`src/rtl/rf_wb_arbiter_pkg.sv`:
```
// Shared types and constants for the register-file writeback arbiter.
// Holds the requester index, the writeback request bundle and the starvation counter width.
package rf_wb_arbiter_pkg;

    localparam int unsigned RD_W         = 5;
    localparam int unsigned STARVE_CNT_W = 4;
    // Width of the data field in the request bundle; must be >= DATA_WIDTH of the arbiter.
    localparam int unsigned WB_DATA_W    = 32;

    typedef enum logic {
        REQ0 = 1'b0,
        REQ1 = 1'b1
    } req_idx_t;

    typedef struct packed {
        logic                 valid;
        logic [RD_W-1:0]      rd;
        logic [WB_DATA_W-1:0] data;
    } wb_req_t;

endpackage

```
`src/rtl/wb_prio_sel.sv`:
```
// Two-way combinational grant selector: a lone valid wins, contention goes to i_pref.
// Output is one-hot (bit N = grant to requester N) or zero when nothing is valid.
module wb_prio_sel
    import rf_wb_arbiter_pkg::*;
(
    input  logic [1:0] i_valid,
    input  req_idx_t   i_pref,
    output logic [1:0] o_grant
);

    always_comb begin
        o_grant = 2'b00;
        unique case (i_valid)
            2'b01:   o_grant = 2'b01;
            2'b10:   o_grant = 2'b10;
            2'b11:   o_grant = (i_pref == REQ1) ? 2'b10 : 2'b01;
            default: o_grant = 2'b00;
        endcase
    end

endmodule

```
`src/rtl/rf_wb_arbiter.sv`:
```
// Arbitrates two writeback sources onto one register-file write port, one cycle of latency.
// Config macro RF_WB_ARB_RR_EN: defined = round-robin, undefined = fixed priority with req1 anti-starvation.
module rf_wb_arbiter
    import rf_wb_arbiter_pkg::*;
#(
    parameter int unsigned DATA_WIDTH   = 32,
    parameter int unsigned STARVE_LIMIT = 4
) (
    input  logic                  clk,
    input  logic                  arst,
    input  logic                  req0_valid,
    input  logic [4:0]            req0_rd,
    input  logic [DATA_WIDTH-1:0] req0_data,
    output logic                  req0_ready,
    input  logic                  req1_valid,
    input  logic [4:0]            req1_rd,
    input  logic [DATA_WIDTH-1:0] req1_data,
    output logic                  req1_ready,
    output logic                  wr_en,
    output logic [4:0]            wr_rd,
    output logic [DATA_WIDTH-1:0] wr_data
);

    wb_req_t               w_req0;
    wb_req_t               w_req1;
    wb_req_t               w_win;
    req_idx_t              w_pref;
    logic [1:0]            w_grant;
    logic                  w_xfer;

    logic                  r_wr_en;
    logic [RD_W-1:0]       r_wr_rd;
    logic [DATA_WIDTH-1:0] r_wr_data;

    always_comb begin
        w_req0.valid = req0_valid;
        w_req0.rd    = req0_rd;
        w_req0.data  = WB_DATA_W'(req0_data);
        w_req1.valid = req1_valid;
        w_req1.rd    = req1_rd;
        w_req1.data  = WB_DATA_W'(req1_data);
    end

`ifdef RF_WB_ARB_RR_EN
    req_idx_t r_last_grant;

    // Reset value REQ1 makes req0 the winner of the first contention.
    always_ff @(posedge clk or posedge arst) begin
        if (arst)
            r_last_grant <= REQ1;
        else if (w_xfer)
            r_last_grant <= w_grant[1] ? REQ1 : REQ0;
    end

    always_comb begin
        w_pref = (r_last_grant == REQ0) ? REQ1 : REQ0;
    end
`else
    logic [STARVE_CNT_W-1:0] r_starve_cnt;

    // Counts consecutive denied cycles of a waiting req1; at the limit req1 takes priority.
    always_ff @(posedge clk or posedge arst) begin
        if (arst)
            r_starve_cnt <= '0;
        else if (!req1_valid || w_grant[1])
            r_starve_cnt <= '0;
        else
            r_starve_cnt <= r_starve_cnt + 1'b1;
    end

    always_comb begin
        w_pref = (r_starve_cnt == STARVE_CNT_W'(STARVE_LIMIT)) ? REQ1 : REQ0;
    end
`endif

    wb_prio_sel u_sel (
        .i_valid ({w_req1.valid, w_req0.valid}),
        .i_pref  (w_pref),
        .o_grant (w_grant)
    );

    always_comb begin
        w_xfer = |w_grant;
        w_win  = w_grant[1] ? w_req1 : w_req0;
    end

    // Writes to x0 are consumed but leave the output address/data untouched.
    always_ff @(posedge clk or posedge arst) begin
        if (arst) begin
            r_wr_en   <= 1'b0;
            r_wr_rd   <= '0;
            r_wr_data <= '0;
        end else begin
            r_wr_en <= w_xfer && (w_win.rd != '0);
            if (w_xfer && (w_win.rd != '0)) begin
                r_wr_rd   <= w_win.rd;
                r_wr_data <= DATA_WIDTH'(w_win.data);
            end
        end
    end

    always_comb begin
        req0_ready = w_grant[0];
        req1_ready = w_grant[1];
        wr_en      = r_wr_en;
        wr_rd      = r_wr_rd;
        wr_data    = r_wr_data;
    end

endmodule

```
`config.mk`:
```
export PLATFORM = sky130hd
export DESIGN_NAME = rf_wb_arbiter
export DESIGN_NICKNAME = d
export VERILOG_FILES = /design/src/rtl/rf_wb_arbiter_pkg.sv /design/src/rtl/wb_prio_sel.sv /design/src/rtl/rf_wb_arbiter.sv
export SDC_FILE = /design/constraint.sdc
export NUM_CORES = 1
export LEC_CHECK = 0
export ABC_AREA = 1
export CAP_MARGIN = 20
export CORE_ASPECT_RATIO = 1.1
export CORE_MARGIN = 2
export CORE_UTILIZATION = 40
export CTS_CLUSTER_SIZE = 30
export DETAILED_ROUTE_END_ITERATION = 7
export GPL_TIMING_DRIVEN = 0
export PLACE_DENSITY = 0.81
export SLEW_MARGIN = 20
export SYNTH_ARGS = -nofsm -noshare
export SYNTH_HDL_FRONTEND = slang
export SYNTH_SLANG_ARGS = --single-unit
```
`constraint.sdc`:
```
create_clock -name clk -period 2.5 [get_ports clk]
set_input_delay 0.375 -clock clk [delete_from_list [all_inputs] [get_ports clk]]
set_output_delay 0.375 -clock clk [all_outputs]
set_load 0.01 [all_outputs]
```
==> flow_metrics.env <==
export IMPL_grt_pass1_wl_um=11200
export IMPL_portBuffers=117
export IMPL_slowest_stage="dfrtp_1"
export IMPL_r2r_start="r_starve_cnt[0]"
export IMPL_holdWs_ps=412
export IMPL_clock_sinks=42
export IMPL_p_leak_nw=1.86
export IMPL_fp_dieW_um=76.7
export IMPL_final_net_count=532
export IMPL_cp_max_fo=19
export IMPL_design_area_mm2=0.00369
export IMPL_critPathTopFamily="simple AND/OR/NAND/NOR gates"
export IMPL_max_freq_ghz=0.462
export IMPL_ys_warn_count=0
export IMPL_tightestPinTransition_ps=485
export IMPL_routed_wirelength_um=6510
export IMPL_fin_ws_ps=336
export IMPL_dr_first_iter_drc_count=122
export IMPL_wl_per_cell_um=12.3
export IMPL_synth_top_area_share=0.452
export IMPL_worst_path_stages=15
export IMPL_layout_common_cells="150 x nand2_1, 116 x clkdlybuf4s50_1, 73 x nand3_1"
export IMPL_period_minus_slack_ps=2160
export IMPL_finalSetupTns_ps=0
export IMPL_cts_max_path_buffers=2
export IMPL_vias=2530
export IMPL_cts_buffers=5
export IMPL_crit_path_max_incr_delay_ps=410
export IMPL_syn_num_nets=408
export IMPL_place_congestion=0.749
export IMPL_track_usage=0.217
export IMPL_post_place_ws_ps=-293
export IMPL_yosysSeqAreaShare=0.452
export IMPL_h_tree_depth=2
export IMPL_worst_ep_required_time_ps=2680
export IMPL_ys_types=21
export IMPL_rrSetupSlack_ps=340
export IMPL_antenna_left=0
export IMPL_ios=118
export IMPL_initial_core_util=0.408
export IMPL_rsz0062_at_grt="false"
export IMPL_viasPerCell=4.78
export IMPL_period_share=0.866
export IMPL_max_cap_viol_count=0
export IMPL_cts_tree="yes"
export IMPL_reg2reg_depth=15
export IMPL_finalClockSkew_ps=5.38
export IMPL_start_kind="register"
export IMPL_p_per_area_mw_per_mm2=467
export IMPL_final_common_cell="nand2_1"
export IMPL_antenna_found_initial=0
export IMPL_placed_cell_area_mm2=0.00362
export IMPL_vdd_drop_max_uv=276
export IMPL_synth_area_mm2=0.00232
export IMPL_num_rows=29
export IMPL_syn2layout_area_growth_pct=59.0
export IMPL_diodes=0
export IMPL_crit_path_end="wr_data[7]"
export IMPL_cp_common_cell="nand2_1"
export IMPL_maxSlewViolCount=0
export IMPL_worstPathCellList="inv_1 -> ha_1 -> nand2_1 -> inv_2 -> nand2_4 -> nand2_2 -> buf_6 -> nand2_1 -> nand2_1 -> inv_1 -> nor2_1 -> nand2_2 -> buf_2 -> nand3_1 -> nand2_1"
export IMPL_path_clk_slew_ps=80
export IMPL_hold_path_class="in -> async"
export IMPL_clock_latency_ps=290
export IMPL_grt_pass1_vias=2490
export IMPL_ys_ff_latch=42
export IMPL_fp_dieArea_mm2=0.00643
export IMPL_relSlewSlack=0.677
export IMPL_synth_cells=328
export IMPL_yosys_area_top_type="dfrtp_1"
export IMPL_worstSetupStartpoint="r_starve_cnt[0]"
export IMPL_syn_area_per_cell_um2=7.08
export IMPL_critPathKind="reg -> reg"
export IMPL_drive_gt1_frac=0.0553
export IMPL_critPathBufInv=5
export IMPL_endpoint_kind="register"
export IMPL_grt_max_degree=24
export IMPL_arrival_ps=2340
export IMPL_finalSetupViolCount=0
export IMPL_overflow=0
export IMPL_reg2reg_to="wr_data[7]"
export IMPL_ys_top_cells_by_area="dfrtp_1 45%, nand2_1 24%, nand3_1 16%, inv_1 2.9%, buf_6 1.9%"
export IMPL_remaining_drc_errors=0
export IMPL_cts_root_buf="clkbuf_8"
export IMPL_fin_util=0.648
export IMPL_core_area_mm2=0.00570
export IMPL_drt_first_pass_iters=4
export IMPL_hold_viol=0
export IMPL_status="complete, no violations"
export IMPL_fp_dieH_um=83.9
export IMPL_detailed_place_hpwl_um=4950
-- cell families (layout without fill, tap and decap cells) --
| group | after synthesis | after routing | synth area share |
|---|---|---|---|
| fa+ha+maj | 2 | 2 | 0.0108 |
| buf+inv | 41 | 165 | 0.0813 |
| flops | 42 | 42 | 0.452 |
| simple gates | 238 | 238 | 0.439 |
| xor+xnor | 2 | 2 | 0.00754 |
| compound gates | 3 | 3 | 0.00915 |
-- report_power, final --
group | internal [mW] | switching [mW] | leakage (nW)
clock | 0.192 | 0.215 | 0.0383
sequential | 0.750 | 0.0378 | 0.513
combinational | 0.309 | 0.223 | 1.31
total | 1.25 | 0.476 | 1.86
-- worst register-to-register path, cell delays in order, from the launching register on --
cell and delay [ps]:
dfrtp_1 410, inv_1 70, ha_1 160, nand2_1 60
inv_2 80, nand2_4 100, nand2_2 100, buf_6 190
nand2_1 70, nand2_1 80, inv_1 50, nor2_1 130
nand2_2 150, buf_2 230, nand3_1 100, nand2_1 70
-- metal layers --
layer / GRT usage / share of wire / vias up
met5: 0 / 0 / -
met4: 0.0678 / 0.011 / 0
met3: 0.0682 / 0.073 / 8
met2: 0.376 / 0.51 / 79
met1: 0.256 / 0.41 / 1160
li1: - / - / 1283
-- worst min-delay path by stage --
stage,slack (ps),start,cells after the start,endpoint
CTS,420,arst,2,wr_data[12]
floorplan,450,r_starve_cnt[0],1,r_starve_cnt[0]
finish,410,arst,2,wr_data[12]
detailed placement,460,wr_data[20],2,wr_data[20]
global route,450,arst,2,wr_data[13]
global placement,450,wr_data[15],2,wr_data[15]
-- synth_stat cells --
cell / number
a21oi_1: 1
dfrtp_1: 42
nand2_4: 1
o21bai_2: 1
inv_2: 2
buf_6: 4
o21ai_1: 1
xor2_1: 1
nand2_1: 150
xnor2_1: 1
clkbuf_1: 12
nand3b_1: 2
inv_1: 18
buf_2: 4
ha_1: 2
nand3_1: 73
nand2_2: 4
nor2_4: 1
clkinv_1: 1
or2_2: 1
nor2_1: 6
-- metrics by stage --
step | cells | power, mW
after floorplan | 328 | 1.02
after global placement | 522 | 1.32
after detailed placement | 523 | 1.34
after CTS | 529 | 1.74
after global routing | 529 | 1.83
final | 529 | 1.73
-- repair_timing --
action,in CTS,in global routing
buffers inserted,0,0
resized for setup,0,1
hold buffers,0,0
setup endpoints to repair,1,1
-- sequential cells by signal, indices dropped and copies added, names as in the netlist --
name and cells:
wr_rd 5, wr_en 1, r_starve_cnt 4, wr_data 32
-- final cells by class --
class                      count  area (um2)
fill                         521        2000
clock buffer                   7        76.3
buffer                        19         106
sequential                    42        1050
multi-input combinational    245        1080
inverter                      21        78.8
tap                           77        96.3
timing repair buffer         118        1200
(Power assumes the default switching activity.)
